## config.mk

```make
export PLATFORM = sky130hd
export DESIGN_NAME = repeat_responder_flat
export DESIGN_NICKNAME = d
export VERILOG_FILES = /design/src/rtl/repeat_responder_if.sv /design/src/rtl/repeat_responder.sv /design/src/flat_wrapper.sv
export SDC_FILE = /design/constraint.sdc
export NUM_CORES = 1
export LEC_CHECK = 0
export ABC_AREA = 1
export CAP_MARGIN = 30
export CORE_MARGIN = 8
export CORE_UTILIZATION = 49
export CTS_BUF_LIST = sky130_fd_sc_hd__clkbuf_2
export CTS_CLUSTER_DIAMETER = 80
export DETAILED_ROUTE_END_ITERATION = 10
export PLACE_DENSITY = 0.86
export REMOVE_ABC_BUFFERS = 1
export SLEW_MARGIN = 0
export SYNTH_ARGS = -nofsm -noshare
export SYNTH_HDL_FRONTEND = slang
export SYNTH_SLANG_ARGS = --single-unit
```

## constraint.sdc

```tcl
create_clock -name clk -period 1.45 [get_ports clk]
set_input_delay 0.29 -clock clk [delete_from_list [all_inputs] [get_ports clk]]
set_output_delay 0.29 -clock clk [all_outputs]
set_load 0.01 [all_outputs]
```

## src/rtl/repeat_responder_if.sv

```systemverilog
// rtl/repeat_responder_if.sv - request/acknowledge handshake between transmitter and responder
//
// Signals:
//   tx_req  transmitter request, driven by the master
//   rx_ack  responder acknowledge, driven by the slave
interface repeat_responder_if;
    logic tx_req;
    logic rx_ack;

    modport master (output tx_req, input rx_ack);
    modport slave  (input tx_req, output rx_ack);
endinterface

```

## src/rtl/repeat_responder.sv

```systemverilog
// rtl/repeat_responder.sv - holds rx_ack high for HOLD_LEN cycles per accepted request
//
// Parameters:
//   HOLD_LEN   ack cycles per accepted request (1..15)
//   CNT_W      width of rem_cnt, must hold HOLD_LEN-1
// Ports:
//   clk        clock, all state changes on posedge
//   rst_n      asynchronous active-low reset
//   en         acceptance enable for new requests
//   abort      synchronous burst abort
//   clr_ovr    synchronous clear of overrun
//   link       handshake (slave side): tx_req in, rx_ack out
//   busy       high while holding the ack
//   rem_cnt    ack cycles remaining after the current one (0 when idle)
//   done       one-cycle pulse on normal burst completion
//   aborted    one-cycle pulse on abort-terminated burst
//   overrun    sticky: request dropped while busy
//   burst_cnt  completed bursts, wraps at 256
module repeat_responder #(
    parameter int HOLD_LEN = 5,
    parameter int CNT_W    = 4
) (
    input  logic                 clk,
    input  logic                 rst_n,
    input  logic                 en,
    input  logic                 abort,
    input  logic                 clr_ovr,
    repeat_responder_if.slave    link,
    output logic                 busy,
    output logic [CNT_W-1:0]     rem_cnt,
    output logic                 done,
    output logic                 aborted,
    output logic                 overrun,
    output logic [7:0]           burst_cnt
);

    typedef enum logic {
        IDLE = 1'b0,
        HOLD = 1'b1
    } state_t;

    localparam logic [CNT_W-1:0] RELOAD = CNT_W'(HOLD_LEN - 1);

    state_t           state;
    state_t           state_nxt;
    logic [CNT_W-1:0] rem_nxt;
    logic             done_nxt;
    logic             aborted_nxt;
    logic             ovr_set;
    logic [7:0]       burst_nxt;

    always_ff @(posedge clk or negedge rst_n) begin
        if (!rst_n) begin
            state     <= IDLE;
            rem_cnt   <= '0;
            done      <= 1'b0;
            aborted   <= 1'b0;
            overrun   <= 1'b0;
            burst_cnt <= 8'd0;
        end else begin
            state     <= state_nxt;
            rem_cnt   <= rem_nxt;
            done      <= done_nxt;
            aborted   <= aborted_nxt;
            burst_cnt <= burst_nxt;
            // A new drop wins over a coincident clear.
            if (ovr_set) begin
                overrun <= 1'b1;
            end else if (clr_ovr) begin
                overrun <= 1'b0;
            end
        end
    end

    always_comb begin
        state_nxt   = state;
        rem_nxt     = rem_cnt;
        done_nxt    = 1'b0;
        aborted_nxt = 1'b0;
        ovr_set     = 1'b0;
        burst_nxt   = burst_cnt;
        case (state)
            IDLE: begin
                if (link.tx_req && en) begin
                    state_nxt = HOLD;
                    rem_nxt   = RELOAD;
                end
            end
            HOLD: begin
                if (abort) begin
                    // Abort beats completion, reload and overrun detection.
                    state_nxt   = IDLE;
                    rem_nxt     = '0;
                    aborted_nxt = 1'b1;
                end else if (rem_cnt == '0) begin
                    done_nxt  = 1'b1;
                    burst_nxt = burst_cnt + 8'd1;
                    if (link.tx_req && en) begin
                        // Back-to-back: stay in HOLD so the ack has no gap.
                        rem_nxt = RELOAD;
                    end else begin
                        state_nxt = IDLE;
                        rem_nxt   = '0;
                    end
                end else begin
                    rem_nxt = rem_cnt - CNT_W'(1);
                    ovr_set = link.tx_req;
                end
            end
            default: begin
                state_nxt = IDLE;
                rem_nxt   = '0;
            end
        endcase
    end

    assign busy        = (state == HOLD);
    assign link.rx_ack = busy;

endmodule

```

## src/flat_wrapper.sv

```systemverilog
// flat-port wrapper written by rule: the top's interface ports become plain ports
module repeat_responder_flat 
#(
    parameter int HOLD_LEN = 5,
    parameter int CNT_W    = 4
)
  (clk, rst_n, en, abort, clr_ovr, busy, rem_cnt, done, aborted, overrun, burst_cnt, link_tx_req, link_rx_ack);
  repeat_responder_if link_i ();
  input  logic clk;
  input  logic rst_n;
  input  logic en;
  input  logic abort;
  input  logic clr_ovr;
  output logic busy;
  output logic [CNT_W-1:0] rem_cnt;
  output logic done;
  output logic aborted;
  output logic overrun;
  output logic [7:0] burst_cnt;
  input wire logic [$bits(link_i.tx_req)-1:0] link_tx_req;
  output wire logic [$bits(link_i.rx_ack)-1:0] link_rx_ack;
  assign link_i.tx_req = link_tx_req;
  assign link_rx_ack = link_i.rx_ack;
  repeat_responder #(.HOLD_LEN(HOLD_LEN), .CNT_W(CNT_W)) u_core (.clk(clk), .rst_n(rst_n), .en(en), .abort(abort), .clr_ovr(clr_ovr), .link(link_i), .busy(busy), .rem_cnt(rem_cnt), .done(done), .aborted(aborted), .overrun(overrun), .burst_cnt(burst_cnt));
endmodule
```

==> results of run 1 <==
## per-stage QoR
stage | util, % | instances
2_1_floorplan | - | 107
5_1_grt | 71.1 | 164
4_1_cts | 71.0 | 164
3_5_place_dp | 67.6 | 152
3_3_place_gp | 67.6 | 152
6_report | 71.1 | 164
## cell usage after synthesis
cell,instances
o21ai_1,1
nor2_1,6
buf_4,1
xnor2_1,3
o21ai_0,5
ha_1,3
o22ai_1,1
a21oi_1,1
nand3_1,7
clkinv_4,1
nand4_4,1
nor2_2,1
dfrtp_1,16
inv_2,2
nand2_1,44
nand4_1,2
inv_1,11
nor2_8,1
xor2_1,1
## critical path: stages (launching register included)
cell	delay (ns)
dfrtp_1	0.41
buf_4	0.14
dlygate4sd2_1	0.27
## state kept, by name, indices dropped and copies added (netlist names)
signal,cells
u_core.burst_cnt,8
u_core.done,1
u_core.aborted,1
u_core.overrun,1
u_core.busy,1
u_core.rem_cnt,4
## power groups by stage
| stage | Combinational (uW) | Clock [uW] | Sequential (uW) |
|---|---|---|---|
| global placement | 1050 | 0 | 683 |
| finish | 1150 | 199 | 638 |
| floorplan | 519 | 0 | 762 |
| global route | 1280 | 219 | 649 |
| CTS | 1150 | 203 | 638 |
| detailed placement | 1090 | 0 | 688 |
## kinds of logic (layout without fill, tap and decap cells)
kind of cell	after synthesis	after routing	share of synthesized area [%]
compound gates	8	8	4.79
fa+ha+maj	3	3	4.35
flops	16	16	46.4
buf+inv	15	54	7.55
simple gates	62	62	32.8
xor+xnor	4	4	4.06
## timing repair
action / in CTS / in global routing
resized for setup: 17 / 2
endpoints found under the setup margin: 17 / 1
setup buffers: 8 / 0
## final timing paths
check / from / slack [ns] / to
max in group asynchronous: rst_n / 0.97 / u_core.burst_cnt[0]
setup / recovery: u_core.busy / 0.04 / busy
hold reg to reg: u_core.overrun / 0.53 / u_core.overrun
hold / removal: rst_n / 0.30 / u_core.burst_cnt[5]
setup reg to reg: u_core.busy / 0.12 / u_core.rem_cnt[0]
min in group clk: u_core.overrun / 0.53 / u_core.overrun
## layout make-up
type | instances | area (um^2)
Fill cell | 144 | 488
Sequential cell | 16 | 400
Multi-Input combinational cell | 77 | 399
Timing Repair Buffer | 36 | 304
Inverter | 14 | 57.6
Tap cell | 17 | 21.3
Clock buffer | 3 | 15.0
Clock inverter | 1 | 3.75
## routing by layer
metal	up-vias	wire (um)	track usage, %
li1	418	-	-
met1	371	821	12.4
met2	27	980	23.6
met3	9	129	3.75
met4	0	70	8.39
met5	-	0	0
==> out/qor.yml, run 1 <==
finalHoldViolCount: 0
syn2layout_area_growth_pct: 39.3
yosys_warnings: 0
setup_slack_ns: 0.0425
first_pass_iters: 5
post-route-min-period_ns: 1.41
drt_first_iter_violations: 12
synthTopCellsByArea: "dfrtp_1 46%, nand2_1 19%, inv_1 4.8%"
clock_path_buffers: 2
die_x_um: 57.9
placed_area_mm2: 0.00114
vias: 825
track_usage_pct: 13.0
drive_above_1_share_pct: 16.3
cts_tree: "built"
path_class: "reg2out"
ys_seq_elements: 16
boundaryPins: 23
cts_root_buf: "clkbuf_2"
switching_share_pct: 43.1
p_leak_uw: 0.000677
totalWireLength_mm: 2.00
p_total_uw: 1990
wire_per_inst_um: 12.2
crit_fanout: 2
grt_pass1_wl_mm: 3.48
yosysSeqAreaShare_pct: 46.4
tns_ns: 0
die_area_mm2: 0.00336
synth_area_leader_cell: "dfrtp_1"
initial_core_util_pct: 51.0
arrival_ns: 1.12
startpoint_type: "flip-flop"
clk_latency_ns: 0.29
grt_pass1_vias: 872
final_common_cell: "nand2_1"
pwr-share-seq_pct: 32.0
avgSynthCellArea_um2: 7.98
numClockSinks: 16
final_cell_mix: "44 x nand2_1, 17 x dlygate4sd2_1, 16 x dfrtp_1"
whs_ns: 0.296
hold_class: "in2async"
place_congestion: 0.786
final_cell_area_mm2: 0.00120
relSlewSlack_pct: 84.7
core_mm2: 0.00169
fmax_mhz: 710
tightest_slew_ns: 0.229
path_clk_slew_ns: 0.15
rsz0062_at_grt: "no"
switchingPower_uw: 858
finalNetCount: 157
finalCritPeriodShare_pct: 97.1
required_ns: 1.16
overflow: 0
status: "complete, no violations"
p_comb_share_pct: 58.0
ctsHoldBuffers: 0
synthCells: 108
synth.top_cell.area_share_pct: 46.4
peakVddDrop_v: 0.00120
r2r_cells: 7
powerDensity_mw_per_mm2: 1660
p_clk_share_pct: 10.0
cap_viol_max_count: 0
postRouteAntennaNets: 0
port_buffers: 22
remaining_drc_errors: 0
fin_skew_ns: 0.00672
htreeDepth: 1
die_h_um: 57.9
viasPerCell: 5.03
synth_cell_types: 19
num_rows: 15
antenna_cells: 0
internal_power_uw: 1130
cts_buffers: 3
antenna_found_initial: 0
setup_viol: 0
place_hpwl_mm: 1.52
grt_max_degree: 17
critPathCaptureType: "output port"
maxSlewViolCount: 0
pre_cts_ws_ns: -0.0526
syn-cell-area_um2: 862
(Power assumes the default switching activity.)
==> inputs of run 2 (changes only) <==
--- a/config.mk
+++ b/config.mk
@@ -9,9 +9,9 @@
 export CAP_MARGIN = 30
 export CORE_MARGIN = 8
-export CORE_UTILIZATION = 49
+export CORE_UTILIZATION = 45
 export CTS_BUF_LIST = sky130_fd_sc_hd__clkbuf_2
 export CTS_CLUSTER_DIAMETER = 80
 export DETAILED_ROUTE_END_ITERATION = 10
-export PLACE_DENSITY = 0.86
+export PLACE_DENSITY = 0.8
 export REMOVE_ABC_BUFFERS = 1
 export SLEW_MARGIN = 0
==> constraint.sdc (replaced) <==
create_clock -name clk -period 1.45 [get_ports clk]
set_input_delay 0.2175 -clock clk [delete_from_list [all_inputs] [get_ports clk]]
set_output_delay 0.2175 -clock clk [all_outputs]
set_load 0.01 [all_outputs]
==> run 2 against run 1 <==
Against the previous run: largest power group unchanged; critical path depth is 1 lower; core utilization is 4.8 points lower; non-clock buffer count is 1 lower; global-route usage is 0.91 points lower; worst hold slack worse by 0.075 ns; clock power is 3% higher; count of clock-buffer cells in the layout stayed put; worst setup slack worse by 0.014 ns; design area is 3.9% higher; die area is 6.4% higher; via count is 1.1% higher; routed wire length is 6.9% higher; critical endpoint is now burst_cnt[5].
==> out/qor.yml, run 2 (synthesis gave the netlist of run 1 again) <==
status: "complete, no violations"
viasPerCell: 4.82  # -4.2%
fillCellCount: 182  # +26%
place_congestion: 0.802  # +2.1%
path_clk_slew_ns: 0.15  # about the same
reg2reg_to: "u_core.rem_cnt[3]"
die_area_mm2: 0.00357  # +6.4%
startpoint_type: "flip-flop"
final_common_cell: "nand2_1"
overflow: 0  # unchanged
finalHoldViolCount: 0  # unchanged
initial_core_util_pct: 45.8  # -5.2 points
grt_max_degree: 17  # unchanged
die_x_um: 59.8  # +3.1%
grt_pass1_wl_mm: 3.31  # -4.9%
dp.cells: 161  # +5.9%
cts_tree: "built"
antenna_found_initial: 0  # unchanged
whs_ns: 0.221  # -0.0754 ns
tightest_slew_ns: 0.237  # +0.00771 ns
drt_first_iter_violations: 4  # -8
clk_latency_ns: 0.30  # about the same
postRouteAntennaNets: 0  # unchanged
utilization_pct: 66.3  # -4.8 points
totalWireLength_mm: 2.14  # +6.9%
antenna_cells: 0  # unchanged
clock_path_buffers: 2  # unchanged
fin_cells: 173  # +5.5%
cp_num_buf_inv: 1  # -1
num_rows: 16  # +1
p_total_uw: 2040  # +2.7%
numClockSinks: 16  # unchanged
track_usage_pct: 12.0  # -0.91 points
multi_input_area_um2: 414  # +3.8%
p_leak_uw: 0.000738  # +9.0%
path_cells: "clkdlybuf4s50_1"
place_hpwl_mm: 1.57  # +3.6%
core_mm2: 0.00188  # +11%
grt_pass1_vias: 832  # -4.6%
reg2reg_from: "u_core.rem_cnt[1]"
largest_reg_flops: 8  # unchanged
boundaryPins: 23  # unchanged
wire_per_inst_um: 12.4  # +1.3%
htreeDepth: 1  # unchanged
syn2layout_area_growth_pct: 44.7
required_ns: 1.23  # +0.07 ns
relSlewSlack_pct: 84.2  # -0.48 points
peakVddDrop_v: 0.00123  # +2.5%
remaining_drc_errors: 0  # unchanged
path_class: "reg2out"
arrival_ns: 1.20  # +0.08 ns
first_pass_iters: 3  # -2
final-seq-area_um2: 402  # +0.31%
fmax_mhz: 704  # -0.97%
powerDensity_mw_per_mm2: 1640  # -1.1%
fin_skew_ns: 0.00352  # -0.00320 ns
pre_cts_ws_ns: 0.0262  # +0.0788 ns
crit_fanout: 2  # unchanged
setup_viol: 0  # unchanged
finalCritPeriodShare_pct: 98.0  # +0.95 points
die_h_um: 59.8  # +3.1%
setup_slack_ns: 0.0287  # -0.0138 ns
cts_buffers: 3  # unchanged
vias: 834  # +1.1%
critPathCaptureType: "output port"
critical_path.top_delay_family: "buffers and inverters"
final_cell_mix: "44 x nand2_1, 15 x dfrtp_1, 13 x buf_4"
r2r_cells: 8  # +1
port_buffers: 22  # unchanged
finalNetCount: 156  # -0.64%
regMostFlops: "u_core.burst_cnt"
cpPeakStageDelay_ns: 0.53  # +0.12 ns
cap_viol_max_count: 0  # unchanged
crit_path_top_delay_cell: "clkdlybuf4s50_1"
post-route-min-period_ns: 1.42  # +0.0138 ns
drive_above_1_share_pct: 17.1  # +0.80 points
cts_root_buf: "clkbuf_2"
reg2reg_slack_ns: 0.04  # -0.08 ns
maxSlewViolCount: 0  # unchanged
hold_class: "in2async"
top_regs: "u_core.burst_cnt (8), u_core.rem_cnt (4)"
## run 2: final cells by class
cell class,instances,area share (%)
multi-input combinational,77,33.2
sequential,16,32.2
timing repair buffer,35,25.8
inverter,14,4.61
clock buffer,3,1.20
clock inverter,1,0.301
tap,27,2.71
## run 2: metrics by stage
stage / instance area (um^2) / setup TNS, ns
6_report: 1250 / 0
5_1_grt: 1250 / -0.0515
4_1_cts: 1210 / 0
3_5_place_dp: 1150 / 0
3_3_place_gp: 1150 / 0
2_1_floorplan: 855 / 0
## run 2: worst max-delay path by stage
stage | startpoint | endpoint | cells after the start
2_1_floorplan | u_core.rem_cnt[0] | u_core.rem_cnt[3] | 7
3_3_place_gp | abort | u_core.burst_cnt[0] | 4
3_5_place_dp | abort | u_core.burst_cnt[7] | 6
4_1_cts | u_core.burst_cnt[0] | burst_cnt[0] | 1
5_1_grt | u_core.rem_cnt[1] | u_core.rem_cnt[3] | 8
6_report | u_core.burst_cnt[5] | burst_cnt[5] | 1
## run 2: timing repair
item                                    4_1_cts  5_1_grt
setup buffers                                 8        0
endpoints found under the setup margin       12       18
gates cloned                                  0        0
hold buffers                                  0        0
pin swaps                                     0        1
gates resized for setup                      10        9
## run 2: metal layers
layer / global-route usage, % / wire length, um / part of all wire, % / vias up
met5: 0 / 0 / 0 / -
met2: 22.6 / 1140 / 53 / 18
met3: 2.15 / 70 / 3.3 / 2
met1: 12.6 / 904 / 42 / 400
li1: - / - / - / 414
met4: 5.10 / 20 / 0.94 / 0
## run 2: power by group
part	total, uW	switching [uW]	internal, uW
Combinational	1200	665	531
Sequential	645	72.5	573
Clock	204	144	59.9
Total	2040	881	1160
==> inputs of run 3 (changes only) <==
- CORE_ASPECT_RATIO: default -> 1.5
- CORE_UTILIZATION: 45 -> 44
- PLACE_DENSITY: 0.8 -> 0.82
- clock period: 1.45 -> 1.2 ns (I/O delays scaled with it)
==> run 3 against run 2 <==
Against the previous run: the run now ends with setup timing left; critical path depth is 5 higher; non-clock buffer count is 12 higher; sequential share of layout area decreased by 3.8 points; via count up 16%; design area grew 13%; largest cell class unchanged; largest power group unchanged; highest routed layer unchanged.
==> out/qor.yml, run 3 (synthesis gave the netlist of run 1 again) <==
drt_first_iter_violations: 43  # +39
final_common_cell: "nand2_1"
grt_pass1_vias: 996  # +20%
port_buffers: 22  # unchanged
ctsHoldBuffers: 0  # unchanged
num_rows: 19  # +3
status: "finished with violations"
r2r_cells: 6  # -2
cap_viol_max_count: 0  # unchanged
hold_class: "in2async"
finalNetCount: 169  # +8.3%
antenna_found_initial: 0  # unchanged
clk_latency_ns: 0.30  # about the same
vias: 964  # +16%
grt_pass1_wl_mm: 4.26  # +29%
finalHoldViolCount: 0  # unchanged
die_x_um: 52.1  # -13%
reg2reg_slack_ns: -0.04  # -0.08 ns
first_pass_iters: 4  # +1
final_cell_mix: "33 x nand2_1, 20 x buf_4, 16 x dfrtp_1"
cts_root_buf: "clkbuf_2"
finalCritPeriodShare_pct: 103
die_h_um: 70.2  # +17%
cts_buffers: 3  # unchanged
htreeDepth: 1  # unchanged
violations: "setup timing"
relSlewSlack_pct: 81.0  # -3.2 points
die_area_mm2: 0.00366  # +2.5%
track_usage_pct: 14.8  # +2.7 points
cts_tree: "built"
dp.cells: 164  # +1.9%
tightest_slew_ns: 0.285  # +0.0478 ns
crit_fanout: 4  # +2
overflow: 0  # unchanged
postRouteAntennaNets: 0  # unchanged
numClockSinks: 16  # unchanged
crit_end: "u_core.rem_cnt[2]"
path_class: "reg2reg"
startpoint: "u_core.rem_cnt[1]"
boundaryPins: 23  # unchanged
utilization_pct: 77.0  # +11 points
remaining_drc_errors: 0  # unchanged
setup_viol: 10  # +10
rsz0062_at_grt: "yes"
top_regs: "u_core.burst_cnt (8), u_core.rem_cnt (4)"
reg2reg_from: "u_core.rem_cnt[1]"
totalWireLength_mm: 2.63  # +23%
core_mm2: 0.00183  # -2.7%
regMostFlops: "u_core.burst_cnt"
peakVddDrop_v: 0.00144  # +17%
drive_above_1_share_pct: 37.7  # +21 points
place_congestion: 0.751  # -6.3%
viasPerCell: 5.36  # +11%
p_total_uw: 3100  # +52%
maxSlewViolCount: 0  # unchanged
largest_reg_flops: 8  # unchanged
setup_slack_ns: -0.0366  # -0.0653 ns
p_leak_uw: 0.000718  # -2.6%
placed_area_mm2: 0.00121  # +5.2%
antenna_cells: 0  # unchanged
path_clk_slew_ns: 0.15  # about the same
critPathCaptureType: "flip-flop"
fin_skew_ns: 0.00668  # +0.00315 ns
post-route-min-period_ns: 1.24
powerDensity_mw_per_mm2: 2200  # +34%
grt_max_degree: 17  # unchanged
arrival_ns: 1.45  # +0.25 ns
required_ns: 1.41  # +0.18 ns
startpoint_type: "flip-flop"
whs_ns: 0.177  # -0.0433 ns
clock_path_buffers: 2  # unchanged
reg2reg_to: "u_core.rem_cnt[2]"
initial_core_util_pct: 47.1  # +1.3 points
fmax_mhz: 809
place_hpwl_mm: 1.71  # +8.8%
wire_per_inst_um: 14.6  # +18%
fin_cells: 180  # +4.0%
final_cell_area_mm2: 0.00141  # +13%
syn2layout_area_growth_pct: 63.6
==> run 3: cell count changes in the layout (fill, tap and decap cells not counted), sizes merged <==
cell	before	now
nand4	3	4
clkdlybuf4s50	7	5
clkbuf	3	4
clkdlybuf4s15	0	10
buf	13	29
dlygate4sd2	9	2
dlymetal6s2s	6	0
==> run 3: layer usage <==
layer	vias to the layer above	track usage, %	routed length (um)
met1	468	14.2	946
met4	0	7.80	86
met5	-	0	0
met2	38	26.9	1420
met3	13	3.60	174
li1	445	-	-
==> run 3: where the power goes <==
group / total (uW) / internal, uW / leakage, uW / switching, uW
clock network: 243 / 72.3 / 0.0000140 / 171
registers: 783 / 693 / 0.000212 / 90.7
logic: 2070 / 984 / 0.000492 / 1090
==> run 3: final cells by class <==
type                            count  area (um^2)
Clock inverter                      1         3.75
Tap cell                           21         26.3
Clock buffer                        3         15.0
Fill cell                         120          420
Timing Repair Buffer               47          412
Sequential cell                    16          400
Inverter                           14         67.6
Multi-Input combinational cell     78          485
==> run 3: worst min-delay path by stage <==
stage,to,cells after the start
3_5_place_dp,u_core.burst_cnt[0],2
3_3_place_gp,u_core.burst_cnt[6],2
4_1_cts,u_core.burst_cnt[5],2
2_1_floorplan,u_core.aborted,0
5_1_grt,u_core.burst_cnt[5],2
6_report,u_core.burst_cnt[5],2
==> run 3: critical path: stages, from the launching register on <==
cell	delay, ns
dfrtp_1	0.42
inv_2	0.09
ha_4	0.19
buf_6	0.10
nand4_1	0.17
nand2_1	0.12
a21oi_1	0.06
==> run 3: repair_timing <==
| item | in CTS | in global routing |
|---|---|---|
| setup endpoints to repair | 30 | 28 |
| hold endpoints to repair | 0 | 0 |
| buffers inserted | 9 | 2 |
| pin swaps | 4 | 6 |
| gates resized for setup | 50 | 26 |
| cloned | 1 | 0 |
==> run 3: through the flow <==
stage / setup TNS, ns / setup WS (ns)
CTS: -0.0145 / -0.0145
global placement: -1.17 / -0.127
detailed placement: -1.59 / -0.159
finish: -0.153 / -0.0366
floorplan: -0.0760 / -0.0527
global route: -0.897 / -0.105
